===== config.mk =====
export PLATFORM = sky130hd
export DESIGN_NAME = j_result_deserializer
export DESIGN_NICKNAME = d
export VERILOG_FILES = /design/src/rtl/j_result_deserializer.sv
export SDC_FILE = /design/constraint.sdc
export NUM_CORES = 1
export LEC_CHECK = 0
export CORE_MARGIN = 10
export CORE_UTILIZATION = 55
export CTS_BUF_LIST = sky130_fd_sc_hd__clkbuf_8
export DETAILED_ROUTE_END_ITERATION = 7
export PLACE_DENSITY = 0.72
export SLEW_MARGIN = 20
export SYNTH_ARGS = -nofsm -noshare
export SYNTH_HDL_FRONTEND = slang
export SYNTH_SLANG_ARGS = --single-unit
export TNS_END_PERCENT = 30

===== constraint.sdc =====
create_clock -name clk -period 4.2 [get_ports clk]
set_input_delay 0.63 -clock clk [delete_from_list [all_inputs] [get_ports clk]]
set_output_delay 0.63 -clock clk [all_outputs]
set_load 0.05 [all_outputs]

===== src/rtl/j_result_deserializer.sv =====
// j_result_deserializer: rebuilds LSB-first serial lane results into words
// and drains the per-lane holding registers round-robin onto one stream.
module j_result_deserializer #(
    parameter int SUBARRAY_HEIGHT = 1,
    parameter int ACC_WIDTH       = 16,
    parameter int W_LANE          = (4 * SUBARRAY_HEIGHT > 1) ?
                                    $clog2(4 * SUBARRAY_HEIGHT) : 1
) (
    input  logic                         clk,
    input  logic                         reset,
    input  logic [4*SUBARRAY_HEIGHT-1:0] result,
    input  logic [4*SUBARRAY_HEIGHT-1:0] result_en,
    input  logic [4*SUBARRAY_HEIGHT-1:0] result_start,
    input  logic [4*SUBARRAY_HEIGHT-1:0] result_end,
    output logic                         out_valid,
    input  logic                         out_ready,
    output logic [ACC_WIDTH-1:0]         out_data,
    output logic [W_LANE-1:0]            out_lane,
    output logic                         out_trunc,
    output logic                         overflow_err,
    output logic                         protocol_err
);
    localparam int L  = 4 * SUBARRAY_HEIGHT;
    localparam int CW = $clog2(ACC_WIDTH + 1);
    localparam logic [CW-1:0]        C_ONE = CW'(1);
    localparam logic [CW-1:0]        C_MAX = CW'(ACC_WIDTH);
    localparam logic [ACC_WIDTH-1:0] W_ONE = ACC_WIDTH'(1);

    typedef enum logic {IDLE, ACTIVE} lane_st_t;

    lane_st_t             st_q  [L];
    lane_st_t             st_d  [L];
    logic [ACC_WIDTH-1:0] sh_q  [L];
    logic [ACC_WIDTH-1:0] sh_d  [L];
    logic [CW-1:0]        cnt_q [L];
    logic [CW-1:0]        cnt_d [L];
    logic                 tr_q  [L];
    logic                 tr_d  [L];
    logic [ACC_WIDTH-1:0] cmp_w [L];
    logic                 cmp_t [L];
    logic [ACC_WIDTH-1:0] hold_w[L];
    logic                 hold_t[L];

    logic [L-1:0]      fin;
    logic [L-1:0]      perr_hit;
    logic [L-1:0]      cmp_v;
    logic [L-1:0]      hold_v;
    logic [L-1:0]      drain;
    logic              load;
    logic              found;
    logic [W_LANE-1:0] gnt;
    logic [W_LANE-1:0] rr_ptr;
    logic [W_LANE-1:0] rr_nxt;
    int                idx;
    int                nxt;

    // Bits above n were cleared at start, so OR-ing the mask extends the sign.
    function automatic logic [ACC_WIDTH-1:0] sext(
        input logic [ACC_WIDTH-1:0] w,
        input logic [CW-1:0]        n
    );
        logic [ACC_WIDTH-1:0] hi;
        hi   = ~((W_ONE << n) - W_ONE);
        sext = (|(w & (W_ONE << (n - C_ONE)))) ? (w | hi) : w;
    endfunction

    always_comb begin
        fin      = '0;
        perr_hit = '0;
        for (int i = 0; i < L; i++) begin
            st_d[i]  = st_q[i];
            sh_d[i]  = sh_q[i];
            cnt_d[i] = cnt_q[i];
            tr_d[i]  = tr_q[i];
            if (result_en[i]) begin
                if (result_start[i]) begin
                    perr_hit[i] = (st_q[i] == ACTIVE);
                    sh_d[i]     = ACC_WIDTH'(result[i]);
                    cnt_d[i]    = C_ONE;
                    tr_d[i]     = 1'b0;
                    st_d[i]     = result_end[i] ? IDLE : ACTIVE;
                    fin[i]      = result_end[i];
                end else if (st_q[i] == ACTIVE) begin
                    if (cnt_q[i] < C_MAX) begin
                        sh_d[i]  = sh_q[i] |
                                   (ACC_WIDTH'(result[i]) << cnt_q[i]);
                        cnt_d[i] = cnt_q[i] + C_ONE;
                    end else begin
                        tr_d[i] = 1'b1;
                    end
                    st_d[i] = result_end[i] ? IDLE : ACTIVE;
                    fin[i]  = result_end[i];
                end else begin
                    perr_hit[i] = result_end[i];
                end
            end
        end
    end

    assign load = !out_valid || out_ready;

    always_comb begin
        found  = 1'b0;
        gnt    = '0;
        idx    = 0;
        nxt    = 0;
        drain  = '0;
        for (int k = 0; k < L; k++) begin
            idx = int'(rr_ptr) + k;
            if (idx >= L) idx = idx - L;
            if (!found && hold_v[W_LANE'(idx)]) begin
                found = 1'b1;
                gnt   = W_LANE'(idx);
            end
        end
        nxt = int'(gnt) + 1;
        if (nxt >= L) nxt = 0;
        rr_nxt = W_LANE'(nxt);
        if (load && found) drain[gnt] = 1'b1;
    end

    always_ff @(posedge clk or negedge reset) begin
        if (!reset) begin
            for (int i = 0; i < L; i++) begin
                st_q[i]   <= IDLE;
                sh_q[i]   <= '0;
                cnt_q[i]  <= '0;
                tr_q[i]   <= 1'b0;
                cmp_w[i]  <= '0;
                cmp_t[i]  <= 1'b0;
                hold_w[i] <= '0;
                hold_t[i] <= 1'b0;
            end
            cmp_v        <= '0;
            hold_v       <= '0;
            overflow_err <= 1'b0;
            protocol_err <= 1'b0;
        end else begin
            for (int i = 0; i < L; i++) begin
                st_q[i]  <= st_d[i];
                sh_q[i]  <= sh_d[i];
                cnt_q[i] <= cnt_d[i];
                tr_q[i]  <= tr_d[i];
                cmp_w[i] <= sext(sh_d[i], cnt_d[i]);
                cmp_t[i] <= tr_d[i];
                if (cmp_v[i]) begin
                    if (!hold_v[i] || drain[i]) begin
                        hold_v[i] <= 1'b1;
                        hold_w[i] <= cmp_w[i];
                        hold_t[i] <= cmp_t[i];
                    end else begin
                        overflow_err <= 1'b1;
                    end
                end else if (drain[i]) begin
                    hold_v[i] <= 1'b0;
                end
            end
            cmp_v <= fin;
            if (|perr_hit) protocol_err <= 1'b1;
        end
    end

    always_ff @(posedge clk or negedge reset) begin
        if (!reset) begin
            out_valid <= 1'b0;
            out_data  <= '0;
            out_lane  <= '0;
            out_trunc <= 1'b0;
            rr_ptr    <= '0;
        end else if (load) begin
            out_valid <= found;
            if (found) begin
                out_data  <= hold_w[gnt];
                out_lane  <= gnt;
                out_trunc <= hold_t[gnt];
                rr_ptr    <= rr_nxt;
            end
        end
    end

endmodule


==> results.yml, run 1 <==
routing:
  wire_per_inst_um: 20.1
  top_layer: "met4"
  drc: 0
  drt-total-wl_um: 33000
  drt-initial-drc-count: 1389
  antenna_left: 0
  dr.pass1.iters: 5
  drt-met1-wl_um: 15600
  dr_wl_met2_um: 15000
  routed-via-count: 10000
  via_per_inst: 6.09
  routed-wl-met3_um: 1700
sta:
  rsz0062_at_grt: "no"
  worstMarginPinSlew_ns: 0.886
  drv_slew: 0
  period_needed_ns: 3.37
  period_share_pct: 80.3
  setup_violations: 0
  fin_ws_ns: 0.827
  slew_headroom_pct: 41.0
  timing.fmax_mhz: 296
  hold_viol_final: 0
  whs_ns: 0.121
  fin_tns_setup_ns: 0
  clock_skew_ns: 0.0113
synthesis:
  synth_top_area_share_pct: 50.3
  ys_warn_count: 0
  netlist_area_sq_mm: 0.0127
  async_flop_share_pct: 100
  synthCells: 1291
  synth_nets: 1322
  synth_cell_types: 104
  synth_edf_count: 0
  yosys.area.top_type: "dfrtp_1"
  synth_most_common_cell: "dfrtp_1"
  synth_top_flop_cell: "dfrtp_1"
  yosys-top-cells-count: "256 x dfrtp_1, 187 x nand2_1, 124 x nor2_1, 76 x o21ai_0, 72 x mux2_2"
  synth_area_leaders: "dfrtp_1 50%, mux2_2 6.4%, nand2_1 5.5%, nor2_1 3.7%, o21ai_0 3.0%"
  ys_seq_area_share_pct: 50.3
  synth.avg_cell_area_sq_um: 9.87
  yosys_register_bits: 256
pwr:
  seqPwrFrac_pct: 38.7
  p_comb_share_pct: 38.3
  p_sw_share_pct: 39.4
  p_switching_mw: 3.65
  vdd_drop_max_mv: 0.417
  power.internal_mw: 5.61
  p_leak_nw: 6.62
  power_density_mw_per_mm2: 653
  finalPower_mw: 9.25
  clockPowerShare_pct: 23.0
critical_path:
  r2r_slack_ns: 0.83
  crit_start: "cnt_q[10]"
  cp-start-kind: "flop"
  worstSetupPathType: "reg -> reg"
  reg2reg_from: "cnt_q[10]"
  worstPathCellList: "ha_1 > and4b_2 > a21oi_1 > a2bb2oi_2 > inv_2 > nor2_4 > nand2_1 > ha_1 > nand2_1 > nand2_1 > o21ai_0 > a21oi_1 > a21o_1"
  reg2regPathDepth: 13
  path_common_cell: "nand2_1"
  critPathCaptureType: "flop"
  slowest_delay_ns: 0.61
  cp.required_ns: 4.64
  slowest_stage: "dfrtp_1"
  cp_max_fo: 12
  crit_arrival_ns: 3.82
  reg2reg_to: "cmp_w[42]"
  cp-endpoint: "cmp_w[42]"
cts:
  clock-sinks: 256
  cts_buffers: 42
  clk_pin_slew_ns: 0.06
  clk_path_buf_depth: 3
  cts_tree: "yes"
  htreeDepth: 2
  cts-root-buf: "clkbuf_8"
  cts_resized: 0
  clk_latency_ns: 0.55
  postCtsSetupBuffers: 0
  hold_buffers: 0
global_routing:
  grt_usage_pct: 22.6
  gr-total-overflow: 0
  grt_max_degree: 108
  grt_pass1_wl_um: 53800
  antenna_found_initial: 0
  grt_pass1_vias: 9682
placed_design:
  pre_cts_slack_ns: 0.383
  dpl.cell_count: 1572
  place_hpwl_um: 22900
  placed_area_sq_mm: 0.0134
  gp_congestion: 0.911
  port_buffers: 40
floorplan:
  die_w_um: 172
  rows: 55
  io_pins: 41
  die_area_sq_mm: 0.0297
  coreArea_sq_mm: 0.0227
  die_h_um: 172
  start_util_pct: 56.1
layout:
  nFillCells: 1886
  final_area_sq_mm: 0.0142
  antenna_cells: 0
  nNetsFinal: 1362
  area_growth_pct: 11.2
  drive_gt1_share_pct: 16.3
  final_cells: 1645
  final_util_pct: 62.4
job:
  drv_cap: 0
min_path:
  hp-class: "in -> async"
outcome:
  status: "finished clean"
how the worst min path moves through the flow:
stage | startpoint | to | slack [ns] | cells past startpoint
after global routing | reset | cnt_q[10] | 0.20 | 1
after global placement | cmp_w[56] | hold_w[56] | 0.46 | 1
final | reset | cnt_q[10] | 0.12 | 1
after floorplan | reset | cmp_t[0] | 0.33 | 0
after detailed placement | cmp_w[58] | hold_w[58] | 0.46 | 1
after CTS | reset | st_q[2] | 0.15 | 1
flip-flops by register name (all words and copies together) (netlist names), 16 cells and up:
signal	flops
out_data	16
hold_w	64
cnt_q	20
sh_q	64
cmp_w	64
cell usage in the layout, fill, tap and decap left out, types with 12 or more instances in the layout:
| master | netlist | routed |
|---|---|---|
| clkdlybuf4s50_1 | 0 | 39 |
| a21oi_1 | 61 | 61 |
| buf_4 | 5 | 34 |
| and2_1 | 17 | 17 |
| dfrtp_1 | 256 | 256 |
| nor2_1 | 124 | 123 |
| ha_1 | 12 | 12 |
| a21o_1 | 27 | 27 |
| nand3_1 | 50 | 50 |
| nand2b_1 | 13 | 13 |
| nor2b_1 | 22 | 22 |
| o22ai_1 | 26 | 26 |
| clkbuf_8 | 3 | 55 |
| mux2_2 | 72 | 72 |
| o21ai_0 | 76 | 76 |
| inv_1 | 21 | 38 |
| nand2_1 | 187 | 187 |
| a31oi_1 | 40 | 40 |
| nor3_1 | 21 | 21 |
kinds of logic (layout without fill, tap and decap cells):
| kind of cell | after synthesis | after routing | share of synthesized area (%) |
|---|---|---|---|
| compound gates | 333 | 333 | 18.1 |
| simple gates | 491 | 491 | 18.4 |
| fa+ha+maj | 12 | 12 | 1.18 |
| flops | 256 | 256 | 50.3 |
| buf+inv | 107 | 176 | 4.25 |
| xor+xnor | 12 | 12 | 0.824 |
| mux | 80 | 80 | 7.02 |
layout make-up:
type,instances,area (sq um),area share (%)
clock buffer,55,757,5.34
timing repair buffer,75,681,4.80
tap,285,357,2.52
inverter,28,105,0.741
sequential,256,6410,45.2
multi-input combinational,928,5800,40.9
clock inverter,18,68.8,0.485
worst max-delay path, delay by kind of cell (launching register included):
family                     cells  cell delay (ns)
buffers and inverters          1             0.20
AOI/OAI and AO/OA              5             0.99
and+or+nand+nor                5             0.82
adders and majority gates      2             0.63
DFF                            1             0.61
power by group through the flow:
stage	Sequential, mW	Combinational (mW)	Clock [mW]
floorplan	3.71	2.29	0
global placement	3.59	3.49	0
detailed placement	3.61	3.51	0
CTS	3.58	3.54	2.17
global route	3.66	3.87	2.30
finish	3.58	3.54	2.13
per-layer routing:
metal  up-vias  global-route usage (%)
li1       4710                       -
met1      4929                    33.0
met2       333                    33.9
met3        52                    3.15
met4         0                    7.38
met5         -                       0
Power figures use the tool's default switching activity.
==> inputs of run 2 (changes only) <==
- clock period: 4.2 -> 3.5 ns (I/O delays scaled with it)
==> results.yml, run 2 (synthesis results as in run 1) <==
outcome:
  status: "finished clean"
floorplan:
  rows: 55
  start_util_pct: 56.1
  coreArea_sq_mm: 0.0227
  io_pins: 41
  die_h_um: 172
  die_area_sq_mm: 0.0297
  die_w_um: 172
layout:
  mostFrequentLayoutCell: "dfrtp_1"
  final_util_pct: 64.6
  antenna_cells: 0
  layout_common_cells: "256 x dfrtp_1, 187 x nand2_1, 123 x nor2_1, 79 x buf_4, 76 x o21ai_0"
  drive_gt1_share_pct: 19.7
  nFillCells: 1811
  area_growth_pct: 15.1
  nNetsFinal: 1410
  seqCellArea_sq_mm: 0.00641
  largestRegisters: "cmp_w x64, hold_w x64, sh_q x64"
  multi_input_area_sq_mm: 0.00580
pwr:
  p_leak_nw: 6.90
  vdd_drop_max_mv: 0.418
  power_density_mw_per_mm2: 786
cts:
  clk_path_buf_depth: 3
  cts_tree: "yes"
  clk_latency_ns: 0.56
  cts-root-buf: "clkbuf_8"
  htreeDepth: 2
  clock-sinks: 256
  clk_pin_slew_ns: 0.06
  cts_buffers: 42
placed_design:
  gp_congestion: 0.983
  port_buffers: 40
  place_hpwl_um: 23400
sta:
  hold_viol_final: 0
  slew_headroom_pct: 45.6
  setup_violations: 0
  drv_slew: 0
  timing.fmax_mhz: 327
  worstMarginPinSlew_ns: 0.814
  fin_tns_setup_ns: 0
  period_needed_ns: 3.06
  clock_skew_ns: 0.0232
  rsz0062_at_grt: "no"
  period_share_pct: 87.3
job:
  drv_cap: 0
critical_path:
  cp-start-kind: "flop"
  crit_arrival_ns: 3.49
  worstSetupPathType: "reg -> reg"
  cp_max_fo: 14
  critPathCaptureType: "flop"
  cp.required_ns: 3.93
global_routing:
  met1_usage_pct: 33.4
  met3_usage_pct: 3.92
  antenna_found_initial: 0
  grt.busiest_layer: "met2"
  grt_pass1_wl_um: 54300
  gr-usage-met2_pct: 34.8
  grt_usage_pct: 22.9
  grt_max_degree: 82
  grt_pass1_vias: 9849
  gr-total-overflow: 0
routing:
  drc: 0
  drt-total-wl_um: 33200
  via_per_inst: 5.99
  routed-via-count: 10200
  antenna_left: 0
  wire_per_inst_um: 19.6
  drt-initial-drc-count: 1191
  dr.pass1.iters: 6
min_path:
  hp-class: "reg -> reg"
[run 2: what timing repair did]
| action | CTS | global route |
|---|---|---|
| hold buffers | 1 | 0 |
| endpoints found under the hold margin | 28 | 0 |
| gates resized for setup | 0 | 0 |
| buffers inserted | 0 | 0 |
[run 2: through the flow]
step	setup WS, ns	instances	total power [mW]	hold WS, ns	cell area [sq um]
after global placement	0.102	1619	8.61	0.453	13700
after floorplan	0.453	1291	7.19	0.229	12700
final	0.444	1696	11.5	0.470	14700
after detailed placement	0.0508	1619	8.69	0.463	13700
after CTS	0.508	1696	11.6	0.458	14700
after global routing	0.220	1696	12.2	0.485	14700
[run 2: worst paths after layout]
path	start	endpoint	slack, ns	cells past startpoint
worst max register to register	cnt_q[14]	cmp_w[42]	0.44	12
max in group asynchronous	reset	hold_w[50]	2.10	3
min in group asynchronous	reset	protocol_err	0.56	2
worst min register to register	cmp_w[63]	hold_w[63]	0.47	1
worst max-delay path	cnt_q[14]	cmp_w[42]	0.44	12
worst min-delay path	cmp_w[63]	hold_w[63]	0.47	1
[run 2: report_power, final]
group,switching [mW],internal [mW]
clock,1.21,1.64
combinational,2.71,1.69
sequential,0.505,3.78
total,4.42,7.11
[run 2: cell type report]
cell class              count  area share, %
inverters                  28          0.716
repair buffers            123           7.28
clock inverters            17          0.827
flip-flops and latches    256           43.7
well taps                 285           2.43
multi-input cells         928           39.5
clock buffers              59           5.53
[run 2: worst max-delay path, stage by stage, from the launching register on]
cell and delay [ns]:
dfrtp_1 0.55, nand2b_1 0.32, a21oi_1 0.27, a2bb2oi_2 0.44, inv_2 0.10, nor2_4 0.22
nand2_1 0.08, ha_1 0.24, nand2_1 0.16, nand2_1 0.08, o21ai_0 0.17, a21oi_1 0.09
a21o_1 0.20
[run 2: per-layer routing]
metal / vias to the layer above / wire [um]
li1: 4811 / -
met1: 4953 / 15500
met2: 349 / 15000
met5: - / 0
met4: 0 / 605
met3: 54 / 2130
==> inputs of run 3 (changes only) <==
- REMOVE_ABC_BUFFERS: unset -> 1
- TNS_END_PERCENT: 30 -> 20
==> results.yml, run 3 (synthesis results as in run 1) <==
layout:
  mostFrequentLayoutCell: "dfrtp_1"
  nNetsFinal: 1416
  multi_input_area_sq_mm: 0.00580
  seqCellArea_sq_mm: 0.00641
  area_growth_pct: 14.9
  final_area_sq_mm: 0.0146
  largestRegisters: "cmp_w x64, hold_w x64, sh_q x64"
  final_util_pct: 64.5
  nFillCells: 1841
  antenna_cells: 0
  drive_gt1_share_pct: 20.0
  layout_common_cells: "256 x dfrtp_1, 187 x nand2_1, 123 x nor2_1, 85 x buf_4, 76 x o21ai_0"
global_routing:
  grt_usage_pct: 22.5
  grt_max_degree: 97
  antenna_found_initial: 0
  grt_pass1_vias: 10000
  grt_pass1_wl_um: 53400
  gr-total-overflow: 0
placed_design:
  port_buffers: 40
  gp_congestion: 0.972
  place_hpwl_um: 23500
  placed_area_sq_mm: 0.0138
critical_path:
  worstSetupPathType: "reg -> reg"
  crit_arrival_ns: 3.58
  reg2regPathDepth: 12
  reg2reg_from: "cnt_q[11]"
  crit_start: "cnt_q[11]"
  cp-start-kind: "flop"
  critPathCaptureType: "flop"
  cp.required_ns: 3.95
  cp_max_fo: 13
pwr:
  power_density_mw_per_mm2: 774
  finalPower_mw: 11.3
  vdd_drop_max_mv: 0.459
  p_leak_nw: 6.88
min_path:
  hp-class: "in -> async"
cts:
  htreeDepth: 2
  clk_pin_slew_ns: 0.06
  postCtsSetupBuffers: 0
  cts_tree: "yes"
  clk_path_buf_depth: 3
  clock-sinks: 256
  cts_resized: 0
  clk_latency_ns: 0.56
  cts-root-buf: "clkbuf_8"
  hold_buffers: 0
  cts_buffers: 44
floorplan:
  die_h_um: 172
  die_area_sq_mm: 0.0297
  coreArea_sq_mm: 0.0227
  rows: 55
  die_w_um: 172
  start_util_pct: 56.1
  io_pins: 41
routing:
  drc: 0
  dr.pass1.iters: 5
  drt-met1-wl_um: 14800
  antenna_left: 0
  drt-total-wl_um: 32700
  routed-wl-met3_um: 2320
  wire_per_inst_um: 19.3
  drt-initial-drc-count: 1215
  dr_wl_met2_um: 14900
  routed-via-count: 10200
  via_per_inst: 6.03
  top_layer: "met4"
sta:
  slew_headroom_pct: 49.2
  whs_ns: -0.0110
  timing.fmax_mhz: 319
  period_share_pct: 89.6
  period_needed_ns: 3.14
  drv_slew: 0
  rsz0062_at_grt: "no"
  setup_violations: 0
  worstMarginPinSlew_ns: 0.762
  fin_tns_setup_ns: 0
  clock_skew_ns: 0.0195
  hold_viol_final: 1
outcome:
  violations: "hold timing"
  status: "finished with violations"
job:
  drv_cap: 0
run 3: path summary, 6_finish.rpt:
check,endpoint,slack [ns]
max,cmp_w[38],0.36
min,cnt_q[10],-0.01
max reg2reg,cmp_w[38],0.36
min reg2reg,hold_w[14],0.47
max in group asynchronous,out_data[3],2.47
min in group clk,hold_w[14],0.47
run 3: metrics by stage:
| step | std cells | hold slack (ns) | setup slack [ns] |
|---|---|---|---|
| 6_report | 1698 | -0.0110 | 0.364 |
| 2_1_floorplan | 1212 | 0.229 | -0.151 |
| 4_1_cts | 1698 | 0.0241 | 0.427 |
| 3_3_place_gp | 1624 | 0.459 | 0.127 |
| 5_1_grt | 1698 | 0.0552 | 0.162 |
| 3_5_place_dp | 1624 | 0.464 | 0.0679 |
run 3: area by class of cell:
class                   count  share of cell area [%]
flip-flops and latches    256                    43.7
multi-input cells         928                    39.6
repair buffers            127                    7.40
clock buffers              57                    5.36
well taps                 285                    2.43
clock inverters            17                   0.735
inverters                  28                   0.718
run 3: worst max-delay path, cell delays in order (launching register included):
cell,delay [ns]
dfrtp_1,0.63
ha_1,0.35
nand3b_2,0.11
mux2i_2,0.26
a2bb2oi_4,0.33
inv_2,0.09
nor2_4,0.17
nand3_1,0.10
ha_1,0.28
buf_4,0.19
o21ai_0,0.21
a22oi_1,0.10
a21o_1,0.20
run 3: per-layer routing:
metal / global-route usage [%] / up-vias
li1: - / 4828
met2: 34.4 / 377
met1: 31.9 / 4978
met3: 3.72 / 56
met5: 0 / -
met4: 7.35 / 0
run 3: where the power goes:
part,internal (mW),switching [mW]
Clock,1.53,1.21
Combinational,1.67,2.62
Sequential,3.78,0.527
